File: src/rtl/ps2_pkg.sv
// Shared PS/2 definitions: FSM states, frame geometry and default timing.
package ps2_pkg;

  typedef enum logic [2:0] {
    IDLE,
    INHIBIT,
    REQ,
    SEND,
    ACK,
    WAITIDLE,
    FAIL
  } ps2_state_e;

  // Start + 8 data + parity + stop; the host shifts out everything after the start bit.
  localparam int PS2_FRAME_BITS = 11;
  localparam int PS2_SHIFT_BITS = PS2_FRAME_BITS - 1;

  // Default timing at a 25 MHz system clock.
  localparam int PS2_INHIBIT_CYCLES = 2500;    // 100 us
  localparam int PS2_START_TIMEOUT  = 375000;  // 15 ms
  localparam int PS2_FRAME_TIMEOUT  = 50000;   // 2 ms
  localparam int PS2_FILTER_LEN     = 8;

  // Host frame as shifted out LSB first: data, odd parity, stop.
  function automatic logic [PS2_SHIFT_BITS-1:0] ps2_build_frame(input logic [7:0] data);
    return {1'b1, ~^data, data};
  endfunction

endpackage

File: src/rtl/ps2_line_filter.sv
// Two-flop synchroniser plus a run-length deglitch filter for one PS/2 line.
// A level change is accepted only after FILTER_LEN consecutive differing samples.
module ps2_line_filter
  import ps2_pkg::*;
#(
  parameter int FILTER_LEN = PS2_FILTER_LEN
) (
  input  logic clk,
  input  logic rst,
  input  logic raw_i,
  output logic level_o,
  output logic fall_o
);

  localparam int CW = $clog2(FILTER_LEN + 1);
  localparam logic [CW-1:0] CNT_LAST = CW'(FILTER_LEN - 1);

  logic          sync1_q, sync2_q;
  logic [CW-1:0] cnt_q, cnt_d;
  logic          level_q, level_d;
  logic          fall_q, fall_d;

  // Synchroniser, run counter and filtered level; idle lines are high.
  always_ff @(posedge clk) begin
    if (rst) begin
      sync1_q <= 1'b1;
      sync2_q <= 1'b1;
      cnt_q   <= '0;
      level_q <= 1'b1;
      fall_q  <= 1'b0;
    end else begin
      sync1_q <= raw_i;
      sync2_q <= sync1_q;
      cnt_q   <= cnt_d;
      level_q <= level_d;
      fall_q  <= fall_d;
    end
  end

  // Count differing samples; any agreeing sample restarts the run.
  always_comb begin
    cnt_d   = '0;
    level_d = level_q;
    fall_d  = 1'b0;
    if (sync2_q != level_q) begin
      if (cnt_q == CNT_LAST) begin
        level_d = sync2_q;
        fall_d  = ~sync2_q;
      end else begin
        cnt_d = cnt_q + CW'(1);
      end
    end
  end

  assign level_o = level_q;
  assign fall_o  = fall_q;

endmodule

File: src/rtl/ps2_host_tx.sv
// PS/2 host-to-device command transmitter: inhibit, request-to-send,
// clock out data/parity/stop on device falling edges, then sample the ACK.
module ps2_host_tx
  import ps2_pkg::*;
#(
  parameter int INHIBIT_CYCLES = PS2_INHIBIT_CYCLES,
  parameter int START_TIMEOUT  = PS2_START_TIMEOUT,
  parameter int FRAME_TIMEOUT  = PS2_FRAME_TIMEOUT,
  parameter int FILTER_LEN     = PS2_FILTER_LEN
) (
  input  logic       clk,
  input  logic       rst,
  input  logic [7:0] tx_data,
  input  logic       tx_valid,
  output logic       tx_ready,
  output logic       busy,
  output logic       done,
  output logic       ack_ok,
  output logic       err,
  input  logic       ps2clk_i,
  input  logic       ps2dat_i,
  output logic       ps2clk_oe,
  output logic       ps2dat_oe
);

  // One shared timer serves inhibit, start wait and frame wait; it must hold the largest.
  localparam int MAX_A = (START_TIMEOUT > FRAME_TIMEOUT) ? START_TIMEOUT : FRAME_TIMEOUT;
  localparam int MAX_T = (MAX_A > INHIBIT_CYCLES) ? MAX_A : INHIBIT_CYCLES;
  localparam int CW    = $clog2(MAX_T + 1);

  localparam logic [CW-1:0] INH_LAST   = CW'(INHIBIT_CYCLES - 1);
  localparam logic [CW-1:0] START_LAST = CW'(START_TIMEOUT - 1);
  localparam logic [CW-1:0] FRAME_LAST = CW'(FRAME_TIMEOUT - 1);
  localparam logic [CW-1:0] TMR_MAX    = '1;

  // Index 0 = clock line, index 1 = data line.
  logic [1:0] raw_line;
  logic [1:0] lvl;
  logic [1:0] fall;
  logic       clk_fall;
  logic       unused_dat_fall;

  assign raw_line = {ps2dat_i, ps2clk_i};

  for (genvar gi = 0; gi < 2; gi++) begin : g_filt
    ps2_line_filter #(
      .FILTER_LEN(FILTER_LEN)
    ) u_filt (
      .clk    (clk),
      .rst    (rst),
      .raw_i  (raw_line[gi]),
      .level_o(lvl[gi]),
      .fall_o (fall[gi])
    );
  end

  assign clk_fall = fall[0];
  // The data-line fall strobe is only needed by the receiver.
  assign unused_dat_fall = fall[1];

  ps2_state_e                 state_q, state_d;
  logic [CW-1:0]              tmr_q, tmr_d;
  logic [PS2_SHIFT_BITS-1:0]  shift_q, shift_d;
  logic [3:0]                 bitcnt_q, bitcnt_d;
  logic                       clk_oe_q, clk_oe_d;
  logic                       dat_oe_q, dat_oe_d;
  logic                       done_q, done_d;
  logic                       ack_q, ack_d;
  logic                       err_q, err_d;
  logic                       timeout;

  // State, timer, shift register and registered pad enables.
  always_ff @(posedge clk) begin
    if (rst) begin
      state_q  <= IDLE;
      tmr_q    <= '0;
      shift_q  <= '0;
      bitcnt_q <= '0;
      clk_oe_q <= 1'b0;
      dat_oe_q <= 1'b0;
      done_q   <= 1'b0;
      ack_q    <= 1'b0;
      err_q    <= 1'b0;
    end else begin
      state_q  <= state_d;
      tmr_q    <= tmr_d;
      shift_q  <= shift_d;
      bitcnt_q <= bitcnt_d;
      clk_oe_q <= clk_oe_d;
      dat_oe_q <= dat_oe_d;
      done_q   <= done_d;
      ack_q    <= ack_d;
      err_q    <= err_d;
    end
  end

  // Timeouts are checked before any fall so that a coincident edge loses.
  always_comb begin
    timeout = 1'b0;
    if (state_q == REQ) begin
      timeout = (tmr_q >= START_LAST);
    end else if (state_q == SEND || state_q == ACK || state_q == WAITIDLE) begin
      timeout = (tmr_q >= FRAME_LAST);
    end
  end

  // Next-state logic; the *_oe_d values are the pad enables for the next cycle.
  always_comb begin
    state_d  = state_q;
    tmr_d    = (tmr_q == TMR_MAX) ? tmr_q : tmr_q + CW'(1);
    shift_d  = shift_q;
    bitcnt_d = bitcnt_q;
    clk_oe_d = 1'b0;
    dat_oe_d = 1'b0;
    done_d   = 1'b0;
    ack_d    = ack_q;
    err_d    = err_q;

    case (state_q)
      IDLE: begin
        tmr_d = '0;
        if (tx_valid) begin
          shift_d  = ps2_build_frame(tx_data);
          bitcnt_d = '0;
          ack_d    = 1'b0;
          err_d    = 1'b0;
          state_d  = INHIBIT;
          clk_oe_d = 1'b1;
          dat_oe_d = (INH_LAST == '0);
        end
      end
      INHIBIT: begin
        if (tmr_q >= INH_LAST) begin
          // Release the clock with data held low: request-to-send.
          state_d  = REQ;
          tmr_d    = '0;
          dat_oe_d = 1'b1;
        end else begin
          clk_oe_d = 1'b1;
          dat_oe_d = ((tmr_q + CW'(1)) == INH_LAST);
        end
      end
      REQ: begin
        dat_oe_d = 1'b1;
        if (clk_fall) begin
          // Fall 1 starts the frame timer, counted as its first cycle.
          state_d  = SEND;
          tmr_d    = CW'(1);
          dat_oe_d = ~shift_q[0];
          shift_d  = {1'b1, shift_q[PS2_SHIFT_BITS-1:1]};
          bitcnt_d = bitcnt_q + 4'd1;
        end
      end
      SEND: begin
        dat_oe_d = dat_oe_q;
        if (clk_fall) begin
          dat_oe_d = ~shift_q[0];
          shift_d  = {1'b1, shift_q[PS2_SHIFT_BITS-1:1]};
          bitcnt_d = bitcnt_q + 4'd1;
          if (bitcnt_q == 4'd9) begin
            state_d = ACK;
          end
        end
      end
      ACK: begin
        if (clk_fall) begin
          bitcnt_d = bitcnt_q + 4'd1;
          if (lvl[1]) begin
            err_d = 1'b1;
          end else begin
            ack_d = 1'b1;
          end
          state_d = WAITIDLE;
        end
      end
      WAITIDLE: begin
        if (lvl[0] && lvl[1]) begin
          done_d  = 1'b1;
          state_d = IDLE;
        end
      end
      FAIL: begin
        state_d = IDLE;
      end
      default: begin
        state_d = IDLE;
      end
    endcase

    if (timeout) begin
      state_d  = FAIL;
      shift_d  = shift_q;
      bitcnt_d = bitcnt_q;
      clk_oe_d = 1'b0;
      dat_oe_d = 1'b0;
      done_d   = 1'b1;
      ack_d    = 1'b0;
      err_d    = 1'b1;
    end
  end

  assign tx_ready  = (state_q == IDLE);
  assign busy      = (state_q != IDLE);
  assign done      = done_q;
  assign ack_ok    = ack_q;
  assign err       = err_q;
  assign ps2clk_oe = clk_oe_q;
  assign ps2dat_oe = dat_oe_q;

endmodule

File: config.mk
export PLATFORM = sky130hd
export DESIGN_NAME = ps2_host_tx
export DESIGN_NICKNAME = d
export VERILOG_FILES = /design/src/rtl/ps2_pkg.sv /design/src/rtl/ps2_line_filter.sv /design/src/rtl/ps2_host_tx.sv
export SDC_FILE = /design/constraint.sdc
export NUM_CORES = 1
export LEC_CHECK = 0
export CORE_MARGIN = 2
export CORE_UTILIZATION = 40
export DETAILED_ROUTE_END_ITERATION = 12
export GPL_TIMING_DRIVEN = 0
export MAX_ROUTING_LAYER = met4
export PLACE_DENSITY = 0.64
export SLEW_MARGIN = 20
export SYNTH_ARGS = -nofsm -noshare
export SYNTH_HDL_FRONTEND = slang
export SYNTH_HIERARCHICAL = 1
export SYNTH_SLANG_ARGS = --single-unit
File: constraint.sdc
create_clock -name clk -period 3.28 [get_ports clk]
set_input_delay 0.328 -clock clk [delete_from_list [all_inputs] [get_ports clk]]
set_output_delay 0.328 -clock clk [all_outputs]
set_load 0.005 [all_outputs]
* After elaboration in Yosys (flattened, before gate mapping)
Index checks and enable logic that the tools add are counted.
** Word-level totals
- Register bits after elaboration :: 56
** Cells by class
- Add/sub/neg operators :: 4
- Reduce and logical (&&, ||, !) cells :: 24
- Bitwise logic cells :: 6
- Eq/ne operators :: 30
- Muxes and demuxes :: 39
- Magnitude comparators :: 3
** Operators with widths (count)
- $mux W19 :: 3
- $pmux W19 S3 :: 1
- $mux W3 :: 8
- $ne A3 B2 Y1 const B :: 7
- $mux W10 :: 2
- $pmux W10 S2 :: 1
- $add A19 B1 Y19 const B :: 1
- $eq A19 B12 Y1 const B :: 1
- $eq A19 B19 Y1 const B :: 1
- $ge A19 B12 Y1 const B :: 1
- $ge A19 B16 Y1 const B :: 1
- $ge A19 B19 Y1 const B :: 1
- $pmux W3 S6 :: 1
- $mux W1 :: 16
- $reduce_and A4 Y1 :: 4
- $ne A2 B1 Y1 const B :: 7
- $reduce_and A7 Y1 :: 2
- $add A4 B1 Y4 const B :: 3
- $reduce_or A3 Y1 :: 4
- $eq A4 B3 Y1 const B :: 2
- $mux W4 :: 2
- $pmux W4 S2 :: 1
- $reduce_xnor A8 Y1 :: 1
- $eq A3 B2 Y1 const B :: 2
- 16 further kinds :: 33

* Depth between registers and ports, before layout
Gate-level depths: netlist (run 1).
- Depth in word-level cells :: 7
- Mapped depth :: 10
- Gate-level depth less buffers :: 8

* Modules after synthesis
The synthesis (run 1) kept the hierarchy.
** Modules (own cells, without submodules)
- ps2_host_tx :: area an instance 2539.9 um2, instances 1, cells each 314
- ps2_line_filter :: area an instance 300.3 um2, instances 2, cells each 26

* Worst setup path before layout (run 1)
Ideal clock, no wire load.
- Path kind :: register to register
- Start :: register tmr_q[1]
- End :: register dat_oe_q, in the netlist ps2dat_oe
- Path slack :: 918 ps
- Setup time :: 79 ps
- Buffers on the path :: 1
- Data arrival time :: 2283 ps
- Clock period less this slack :: 2362 ps
- Cell stages (with the launch flop) :: 9
- Cell sequence :: dfxtp_1 ha_1 buf_2 nand3_1 nor4_2 xnor2_1 nor4b_1 or4b_1 a211oi_2
** On the way
- Cells in the longest elaborated chain, start to end :: 4
- Elaborated cells on any way between the ends :: 10
- Classes of those cells :: add/sub: 1; order compare: 3; eq/ne: 1; mux: 4; reduce/logical: 1
** Ends and longest elaborated chain
- start, declared :: line ps2_host_tx.sv:62 : logic [CW-1:0] tmr_q, tmr_d;
- start signal, assigned :: line ps2_host_tx.sv:86 : tmr_q <= tmr_d;
- $add A19 B1 Y19 / $ge A19 B16 Y1 (equally long branches) :: line ps2_host_tx.sv:140, ps2_host_tx.sv:103
- $eq A19 B12 Y1 / $mux W1 (equally long branches) :: line ps2_host_tx.sv:140, ps2_host_tx.sv:102
- $mux W1, on equally long branches :: line ps2_host_tx.sv:133, ps2_host_tx.sv:100
- $pmux W1 S3 / $reduce_or A2 Y1 (equally long branches)
- end signal, assigned :: line ps2_host_tx.sv:90 : dat_oe_q <= dat_oe_d;
- end, declared :: line ps2_host_tx.sv:66 : logic dat_oe_q, dat_oe_d;
Several ways; a longest one is shown, not always the timed one.
A chain may end at the register's enable or synchronous reset.

* Final worst setup path (run 1)
Same ends and word-level chain as after synthesis.

==> impl_metrics.toml, run 1 <==
[outcome]
status = "finished clean"

[timing]
finalCritPeriodShare_pct = 86.26
rsz0062_at_grt = "false"
fin_crit_ns = 2.829
slew_headroom_pct = 53.76
tightest_slew_ns = 0.6879
timing.fmax_ghz = 0.3534
skew_ns = 0.009210
final_hold_viol_count = 0
drv_slew = 0
fin_setup_tns_ns = 0
setup_viol = 0

[yosys]
syn_area_per_cell_um2 = 8.532
yosysWarnings = 6
syn_area_um2 = 3105
synth_cells = 364
syn-num-nets = 383

[clock_tree]
cts_tree = "yes"
clkSinkCount = 56
cts_made_buffers = 5
clockRootBuffer = "clkbuf_8"
cts_setup_buffers = 0
htreeDepth = 2
clockBufferDepth = 2
cts_resized = 0
insertion_delay_ns = 0.31
clkSlewWorstSetupHoldPaths_ns = 0.11
cts_hold_buf = 0

[job]
maxCapViolations = 0

[critical_path]
reg2reg_depth = 8
reg2reg_slack_ns = 0.45
regToRegEndpoint = "ps2dat_oe$_SDFFE_PP0N_"
endpoint_kind = "register"
crit_required_ns = 3.53
crit_arrival_ns = 3.08
path_max_fanout = 10
worst-setup-path-type = "register to register"
r2r_start = "tmr_q[1]$_SDFF_PP0_"
cp-start-kind = "register"
critPathLaunch = "tmr_q[1]$_SDFF_PP0_"

[cells_and_area]
final_cells = 493
syn_to_final_growth_pct = 13.46
fillers = 791
fin_nets = 409
drive_gt1_share_pct = 13.04
antenna_cells = 0

[worst_hold_path]
hold_end = "g_filt[0].u_filt/sync2_q$_SDFF_PP1_"
hold_start = "g_filt[0].u_filt/sync1_q$_SDFF_PP1_"
hold_depth = 1
hp-class = "register to register"

[detailed_routing]
viasPerCell = 5.505
first_pass_iters = 4
ant_nets = 0
wl_per_cell_um = 13.85
drt_iter0_drc = 157
drcViolationCount = 0
drt-total-wl_um = 6827
vias = 2714

[pwr]
seq_power_share_pct = 55.9
p_clk_share_pct = 32.5
power_switching_share_pct = 25.66
p_per_area_nw_per_um2 = 364.0
p_leak_nw = 1.366
peakVddDrop_v = 0.0001670
p_sw_mw = 0.3290
internal_power_mw = 0.9535
combPwrFrac_pct = 11.6
p_total_mw = 1.282

[floorplan]
fp-row-count = 32
die_area_um2 = 8484
initial_core_util_pct = 40.82
die_h_um = 92.11
core_area_um2 = 7607
die_x_um = 92.11
io-pin-count = 20

[grt]
grt_first_pass_wirelength_um = 11870
grt_antenna_before_repair = 0
grt.overflow.total = 0
grt_use_total_pct = 17.32
grt_max_degree = 19
grt_pass1_vias = 2604

[place]
io_buffers = 19
dp_hpwl_um = 4848
dp_cells = 485
place_congestion = 0.8560
[layout by cell type, fill, tap and decap left out, types with 5 or more instances in the layout]
master	count
a21oi_1	35
buf_2	11
inv_1	11
or2_2	5
xnor2_1	18
clkbuf_1	10
xor2_1	15
clkbuf_8	6
nand2_1	18
nor2_1	27
o21ai_0	11
nand2b_1	6
a31oi_1	7
nand3b_1	5
ha_1	6
buf_4	5
nand4_1	6
a211oi_1	5
o21a_1	12
clkdlybuf4s50_1	19
dfxtp_1	56
nor2b_1	5
nand3_1	14
o22ai_1	10
[metrics by stage]
step	util, %	area, µm²	hold WS, ns	setup slack, ns
2_1_floorplan	-	3105	0.3895	0.9178
3_3_place_gp	45.00	3423	0.3904	0.4860
3_5_place_dp	45.00	3423	0.3972	0.5229
4_1_cts	46.32	3523	0.4250	0.4675
5_1_grt	46.32	3523	0.4368	0.1957
6_report	46.32	3523	0.4231	0.4507
[how the worst max path moves through the flow]
| stage | slack, ns | cells after the start | end |
|---|---|---|---|
| after floorplan | 0.92 | 8 | ps2dat_oe$_SDFFE_PP0N_ |
| final | 0.45 | 8 | ps2dat_oe$_SDFFE_PP0N_ |
| after global routing | 0.20 | 8 | ps2dat_oe$_SDFFE_PP0N_ |
| after detailed placement | 0.52 | 8 | ps2dat_oe$_SDFFE_PP0N_ |
| after CTS | 0.47 | 8 | ps2dat_oe$_SDFFE_PP0N_ |
| after global placement | 0.49 | 8 | ps2dat_oe$_SDFFE_PP0N_ |
[final cells by class]
cell class                      count  area [µm²]  share of cell area, %
Multi-Input combinational cell    266        1789                  50.78
Sequential cell                    56        1121                  31.82
Timing Repair Buffer               19       190.2                  5.398
Buffer                             31       153.9                  4.368
Tap cell                          102       127.6                  3.622
Clock buffer                        6       82.58                  2.344
Inverter                           11       41.29                  1.172
Clock inverter                      2       17.52                 0.4972
[power by group through the flow]
stage               logic, mW  registers, mW  clock network, mW
global route            0.166          0.720              0.457
finish                  0.149          0.717              0.417
global placement        0.146          0.732                  0
CTS                     0.151          0.717              0.434
floorplan              0.0983          0.729                  0
detailed placement      0.150          0.732                  0
[critical path, cell delays in order, from the launching register on]
cell and delay, ns:
dfxtp_1 0.36, ha_1 0.14, buf_2 0.21, nand3_1 0.17, nor4_2 0.62, xnor2_1 0.22
nor4b_1 0.30, or4b_1 0.53, a211oi_2 0.22
[state kept, by name, indices dropped and copies added, names as in the netlist, 2 cells and up]
signal / cells
bitcnt_q: 4
g_filt.u_filt/sync2_q: 2
g_filt.u_filt/level_o: 2
tmr_q: 19
shift_q: 10
g_filt.u_filt/sync1_q: 2
g_filt.u_filt/cnt_q: 8
state_q: 3
[layer usage]
| metal | up-vias | global-route usage, % | routed length (µm) |
|---|---|---|---|
| li1 | 1357 | - | - |
| met1 | 1300 | 21.28 | 3279 |
| met2 | 50 | 29.41 | 3276 |
| met3 | 7 | 3.451 | 209 |
| met4 | 0 | 4.104 | 61 |
| met5 | - | - | 0 |
(Power assumes the default switching activity.)
==> run 2: changes to the inputs <==
CORE_MARGIN = 5   (was 2)
==> impl_metrics.toml, run 2 (synthesis results as in run 1) <==
[cells_and_area]
utilization_pct = 45.96
final_common_cell = "dfxtp_1"
largest_register_ffs = 19
syn_to_final_growth_pct = 13.17
fin_nets = 409
top_regs = "tmr_q: 19 flops, shift_q: 10 flops, g_filt.u_filt/cnt_q: 8 flops"
multi_input_area_um2 = 1789
fillers = 761
top_register = "tmr_q"
drive_gt1_share_pct = 13.04
antenna_cells = 0
final_cell_mix = "dfxtp_1 (56), a21oi_1 (35), nor2_1 (27), clkdlybuf4s50_1 (19)"
regArea_um2 = 1121

[clock_tree]
cts_resized = 0
insertion_delay_ns = 0.31
clkSinkCount = 56
cts_tree = "yes"
cts_hold_buf = 0
cts_made_buffers = 5
htreeDepth = 2
clockBufferDepth = 2
cts_setup_buffers = 0
clockRootBuffer = "clkbuf_8"
clkSlewWorstSetupHoldPaths_ns = 0.10

[timing]
skew_ns = 0.009480
drv_slew = 0
final_hold_viol_count = 0
timing.fmax_ghz = 0.3498
finalCritPeriodShare_pct = 87.17
slew_headroom_pct = 51.97
fin_setup_tns_ns = 0
tightest_slew_ns = 0.7145
fin_crit_ns = 2.859
rsz0062_at_grt = "false"
setup_viol = 0

[place]
dp_hpwl_um = 4750
place_congestion = 0.8926
io_buffers = 19

[critical_path]
path_max_fanout = 10
crit_arrival_ns = 3.10
worst-setup-path-type = "register to register"
critical_path_buf_inv_count = 1
crit_required_ns = 3.52
cp_cell_sequence = "ha_1 > buf_2 > nand3_1 > nor4_2 > xnor2_1 > nor4b_1 > or4b_1 > a211oi_2"
cp_top_family = "simple AND/OR/NAND/NOR gates"
endpoint_kind = "register"
max_stage_delay_ns = 0.64
cp_slowest_cell = "nor4_2"
reg2reg_slack_ns = 0.42
cp-start-kind = "register"

[pwr]
peakVddDrop_v = 0.0002630
p_total_mw = 1.256
p_per_area_nw_per_um2 = 357.4
p_leak_nw = 1.362

[detailed_routing]
drt_iter0_drc = 85
vias = 2637
ant_nets = 0
wl_met1_um = 3277
top_layer = "met4"
viasPerCell = 5.349
wl_per_cell_um = 13.44
first_pass_iters = 4
drt-total-wl_um = 6627
wl_met2_um = 3021
met3_length_um = 263
drcViolationCount = 0

[floorplan]
core_area_um2 = 7647
die_h_um = 98.11
fp-row-count = 32
die_x_um = 98.11
initial_core_util_pct = 40.61
die_area_um2 = 9626
io-pin-count = 20

[job]
maxCapViolations = 0

[grt]
grt_pass1_vias = 2405
grt_antenna_before_repair = 0
grt_use_total_pct = 14.59
grt_max_degree = 19
grt_first_pass_wirelength_um = 11590
grt.overflow.total = 0

[outcome]
status = "finished clean"

[worst_hold_path]
hp-class = "register to register"
-- run 2: changes by cell type in the layout (fill, tap and decap cells not counted), sizes merged --
cell,delta
clkbuf,-1
clkinv,+2
inv,-1
-- run 2: where the power goes --
part	switching (mW)	internal, mW
sequential	0.0137	0.702
clock	0.237	0.154
combinational	0.0754	0.0735
-- run 2: area by class of cell --
type                       instances  share of cell area [%]
sequential                        56                   31.90
inverter                          11                   1.175
multi-input combinational        266                   50.91
clock inverter                     3                  0.6408
tap                              102                   3.631
clock buffer                       5                   1.958
buffer                            31                   4.379
timing repair buffer              19                   5.411
-- run 2: worst paths after layout --
kind                                             from                                  end  cells past startpoint
setup / recovery                  tmr_q[1]$_SDFF_PP0_               ps2dat_oe$_SDFFE_PP0N_                      8
hold / removal    g_filt[0].u_filt/sync1_q$_SDFF_PP1_  g_filt[0].u_filt/sync2_q$_SDFF_PP1_                      1
setup reg to reg                  tmr_q[1]$_SDFF_PP0_               ps2dat_oe$_SDFFE_PP0N_                      8
hold reg to reg   g_filt[0].u_filt/sync1_q$_SDFF_PP1_  g_filt[0].u_filt/sync2_q$_SDFF_PP1_                      1
-- run 2: per-stage QoR --
step	hold WS [ns]	instances	worst slack [ns]	area (µm²)
floorplan	0.3895	364	0.9178	3105
global placement	0.3926	485	0.4882	3423
detailed placement	0.3967	485	0.5006	3423
CTS	0.4235	493	0.4323	3515
global route	0.4429	493	0.2452	3515
finish	0.4207	493	0.4210	3515
-- run 2: routing by layer --
| metal | up-vias | global-route usage, % |
|---|---|---|
| met3 | 6 | 2.857 |
| li1 | 1357 | - |
| met5 | - | - |
| met1 | 1222 | 20.15 |
| met4 | 0 | 3.834 |
| met2 | 52 | 21.83 |
-- run 2: worst register-to-register path, stage by stage (launching register included) --
cell and delay, ns:
dfxtp_1 0.37, ha_1 0.14, buf_2 0.21, nand3_1 0.17
nor4_2 0.64, xnor2_1 0.23, nor4b_1 0.30, or4b_1 0.52
a211oi_2 0.23
==> run 3: changes to the inputs <==
ABC_AREA = 1   (was not set)
CORE_UTILIZATION = 55   (was 40)
PLACE_DENSITY = 0.81   (was 0.64)
==> impl_metrics.toml, run 3 <==
[outcome]
status = "finished clean"

[job]
maxCapViolations = 0

[worst_hold_path]
hold_start = "g_filt[0].u_filt/sync1_q$_SDFF_PP1_"
hp-class = "register to register"

[critical_path]
cp_slowest_cell = "dfxtp_1"
cp_common_cell = "nand2_1"
cp_top_family = "simple AND/OR/NAND/NOR gates"
r2r_start = "tmr_q[0]$_SDFF_PP0_"
max_stage_delay_ns = 0.45
crit_required_ns = 3.47
worst-setup-path-type = "register to register"
cp_cell_sequence = "ha_1 > buf_2 > nand2_1 > nor2_4 > nand4_1 > o31ai_1 > nor2_1 > nand2_1 > nand2_2 > nand2_1 > inv_1 > nand2_1 > a21oi_1"
critPathLaunch = "tmr_q[0]$_SDFF_PP0_"
cp-start-kind = "register"
path_max_fanout = 8
endpoint_kind = "register"
critical_path_buf_inv_count = 2
crit_arrival_ns = 2.52

[yosys]
syn_area_um2 = 3367
yosysWarnings = 6
synth_cells = 509
syn_area_per_cell_um2 = 6.615
syn-num-nets = 528

[place]
placedInstanceArea_um2 = 3651
place_congestion = 0.9478
dp_hpwl_um = 5899
io_buffers = 19
dp_cells = 603

[cells_and_area]
final_cells = 611
final_common_cell = "nand2_1"
top_regs = "tmr_q: 19 flops, shift_q: 10 flops, g_filt.u_filt/cnt_q: 8 flops"
multi_input_area_um2 = 1913
syn_to_final_growth_pct = 11.19
fin_nets = 554
largest_register_ffs = 19
drive_gt1_share_pct = 10.26
regArea_um2 = 1121
fillers = 556
top_register = "tmr_q"
antenna_cells = 0
final_cell_mix = "nand2_1 (118), nor2_1 (86), inv_1 (68), dfxtp_1 (56), nand3_1 (27)"
final_area_um2 = 3744

[timing]
fin_crit_ns = 2.327
final_hold_viol_count = 0
rsz0062_at_grt = "false"
tightest_slew_ns = 0.5104
finalCritPeriodShare_pct = 70.96
timing.fmax_ghz = 0.4297
skew_ns = 0.008822
fin_setup_tns_ns = 0
slew_headroom_pct = 65.09
drv_slew = 0
setup_viol = 0

[clock_tree]
clockRootBuffer = "clkbuf_8"
clockBufferDepth = 2
cts_made_buffers = 5
clkSlewWorstSetupHoldPaths_ns = 0.10
cts_hold_buf = 0
cts_setup_buffers = 0
cts_tree = "yes"
clkSinkCount = 56
htreeDepth = 2
insertion_delay_ns = 0.31
cts_resized = 0

[grt]
grt_first_pass_wirelength_um = 13300
grt.overflow.total = 0
grt_antenna_before_repair = 0
grt_max_degree = 19
grt_use_total_pct = 22.06
grt_pass1_vias = 3116

[detailed_routing]
ant_nets = 0
drt-total-wl_um = 7637
drt_iter0_drc = 155
viasPerCell = 5.227
drcViolationCount = 0
vias = 3194
first_pass_iters = 4
wl_per_cell_um = 12.50

[floorplan]
io-pin-count = 20
initial_core_util_pct = 56.87
fp-row-count = 28
core_area_um2 = 5921
die_h_um = 88.24
die_x_um = 88.24
die_area_um2 = 7786

[pwr]
p_per_area_nw_per_um2 = 560.3
p_leak_nw = 1.649
peakVddDrop_v = 0.0004366
[run 3: worst reg2reg max path, stage by stage, from the launching register on]
cell and delay [ns]:
dfxtp_1 0.45, ha_1 0.19, buf_2 0.18, nand2_1 0.12, nor2_4 0.17, nand4_1 0.12
o31ai_1 0.22, nor2_1 0.06, nand2_1 0.12, nand2_2 0.10, nand2_1 0.12, inv_1 0.12
nand2_1 0.19, a21oi_1 0.07
[run 3: power by group]
part	switching (mW)	leakage, nW	internal, mW
clock network	0.230	0.0404	0.152
registers	0.0585	0.456	0.785
logic	0.535	1.15	0.337
[run 3: area by class of cell]
type / instances / share of cell area [%]
multi-input cells: 371 / 51.10
plain buffers: 11 / 1.771
repair buffers: 19 / 5.080
well taps: 75 / 2.507
clock inverters: 3 / 0.6350
clock buffers: 5 / 1.838
flip-flops and latches: 56 / 29.95
inverters: 71 / 7.119
[run 3: final timing paths]
path / slack (ns) / depth (start not counted) / to
worst min register to register: 0.42 / 1 / g_filt[0].u_filt/sync2_q$_SDFF_PP1_
worst max-delay path: 0.95 / 13 / ps2clk_oe$_SDFF_PP0_
worst max register to register: 0.95 / 13 / ps2clk_oe$_SDFF_PP0_
worst min-delay path: 0.42 / 1 / g_filt[0].u_filt/sync2_q$_SDFF_PP1_
[run 3: per-layer routing]
metal / track usage (%) / share of wire [%] / wire length, µm / up-vias
li1: - / - / - / 1669
met1: 25.39 / 44 / 3386 / 1435
met2: 38.68 / 50 / 3784 / 71
met3: 3.724 / 3.8 / 287 / 19
met4: 7.555 / 2.3 / 178 / 0
met5: - / 0 / 0 / -
[run 3: stage by stage]
| step | total power, mW | hold slack [ns] | utilization [%] | setup WS [ns] |
|---|---|---|---|---|
| floorplan | 1.470 | 0.3895 | - | 1.452 |
| global placement | 1.690 | 0.3929 | 61.67 | 1.071 |
| detailed placement | 1.727 | 0.3953 | 61.67 | 0.9849 |
| CTS | 2.119 | 0.4217 | 63.23 | 0.9605 |
| global route | 2.270 | 0.4393 | 63.23 | 0.7491 |
| finish | 2.098 | 0.4198 | 63.23 | 0.9525 |
==> patch, RTL diff (settings of run 2) <==
One comparison of `bitcnt_q` changes from == to >=.
--- a/src/rtl/ps2_host_tx.sv
+++ b/src/rtl/ps2_host_tx.sv
@@ -157,7 +157,7 @@
           dat_oe_d = ~shift_q[0];
           shift_d  = {1'b1, shift_q[PS2_SHIFT_BITS-1:1]};
           bitcnt_d = bitcnt_q + 4'd1;
-          if (bitcnt_q == 4'd9) begin
+          if (bitcnt_q >= 4'd9) begin
             state_d = ACK;
           end
         end
Behaviour: no difference found for any inputs over 10 cycles, from zero or initial values and one cycle with rst high; that may be too few to reach the edited logic, so the function may still have changed.
==> patch against run 2 <==
- sequential cell count is the same
- cell area grew 7.7%
- utilization grew 0.090 points
- sequential power shrank 0.8%
- worst setup slack gained 0.50 ns
- wire length grew 13%
- sequential share of layout area shrank 2.3 points
- power grew 0.73%
- critical path depth shrank 2
- area after synthesis grew 8.5%
- critical path type unchanged
==> patch: results <==
run_status:
  status: "complete, no violations"
placed_design:
  gp_congestion: 0.9121
  detailedPlacementHpwl_um: 5481
  placedInstanceArea_um2: 3690
  portBuffers: 19
  placement.setup.worst_slack_ns: 0.8469
finish:
  share_of_final_layout_standard_cells_stronger_than_drive_strength_1_pct: 17.40
  insertedDiodeCount: 0
  num-nets-final: 427
  layoutNonFillerInstCount: 513
  top_regs: "tmr_q (19), shift_q (10), g_filt.u_filt/cnt_q (8)"
clock_network:
  maximum_buffer_depth_of_the_clock_tree: 2
  ctsHtreeMaxLevel: 2
  cts-root-buf: "sky130_fd_sc_hd__clkbuf_8"
  numCtsBuffers: 5
  path_clk_slew_ns: 0.11
  post-cts-setup-buffers: 0
  cts_resized: 0
  clk-insertion-delay-late_ns: 0.32
yosys:
  synth_warn: 6
  syn_nets: 401
  postSynthAreaPerCell_um2: 8.840
critical_path:
  cp_data_arrival_time_ns: 2.62
  critical_path_sink: "tmr_q[13]"
  r2r.worst_path.cells: 6
  path_max_fanout: 10
  timing_worst_setup_path_type: "register to register"
  crit_start: "tmr_q[1]"
routing:
  firstDrtPassIters: 4
  drtIter0Drc: 122
  total_number_of_vias: 2808
  wl_um: 7499
timing:
  finalCritPeriodShare_pct: 72.03
  fin_skew_ns: 0.005617
  worst-slew-pin-transition_ns: 0.7219
  hold_slack_ns: 0.4204
hold_path:
  timing.hold.worst.class: "register to register"
power_and_ir_drop:
  max-vdd-ir-drop_mv: 0.1271
  power.leakage_nw: 1.511
grt:
  pin_count_of_the_biggest_net_entering_global_routing: 20
  first_global_vias: 2716
  number_of_antenna_violations_at_the_first_check_in_global_routing: 0
  grt_pass1_wl_um: 12920
  grtUsageTotal_pct: 15.68
run:
  cap_viol_max_count: 0
==> patch: final cells by class <==
class                   instances  area [um^2]
plain buffers                  28        175.2
clock buffers                   5        68.82
clock inverters                 3        25.02
fillers                       818         4433
inverters                      15        56.30
multi-input cells             282         2016
flip-flops and latches         56         1121
well taps                     105        131.4
repair buffers                 19        190.2
==> patch: routing by layer <==
| metal | track usage [%] | share of wire, % | vias up |
|---|---|---|---|
| met1 | 20.70 | 49 | 1336 |
| met5 | - | 0 | - |
| met3 | 2.479 | 3.5 | 6 |
| met2 | 25.30 | 47 | 50 |
| li1 | - | - | 1416 |
| met4 | 3.476 | 0.92 | 0 |
==> patch: how the worst min path moves through the flow <==
stage	startpoint	cells past startpoint	endpoint
2_1_floorplan	g_filt[0].u_filt/sync1_q	1	g_filt[0].u_filt/sync2_q
3_3_place_gp	g_filt[0].u_filt/sync1_q	1	g_filt[0].u_filt/sync2_q
3_5_place_dp	g_filt[0].u_filt/sync1_q	1	g_filt[0].u_filt/sync2_q
4_1_cts	g_filt[0].u_filt/sync1_q	1	g_filt[0].u_filt/sync2_q
5_1_grt	g_filt[1].u_filt/sync1_q	1	g_filt[1].u_filt/sync2_q
6_report	g_filt[0].u_filt/sync1_q	1	g_filt[0].u_filt/sync2_q
==> patch: critical path, stage by stage (launching register included) <==
cell                       delay (ns)
sky130_fd_sc_hd__dfxtp_1         0.45
sky130_fd_sc_hd__ha_1            0.35
sky130_fd_sc_hd__nand3_2         0.25
sky130_fd_sc_hd__nor4_4          0.43
sky130_fd_sc_hd__nand2_1         0.31
sky130_fd_sc_hd__clkbuf_1        0.31
sky130_fd_sc_hd__a21oi_1         0.18
==> patch: report_power, final <==
part           switching (mW)  total (mW)  internal [mW]
registers              0.0124       0.710          0.697
logic                  0.0693       0.146         0.0765
clock network           0.253       0.410          0.156
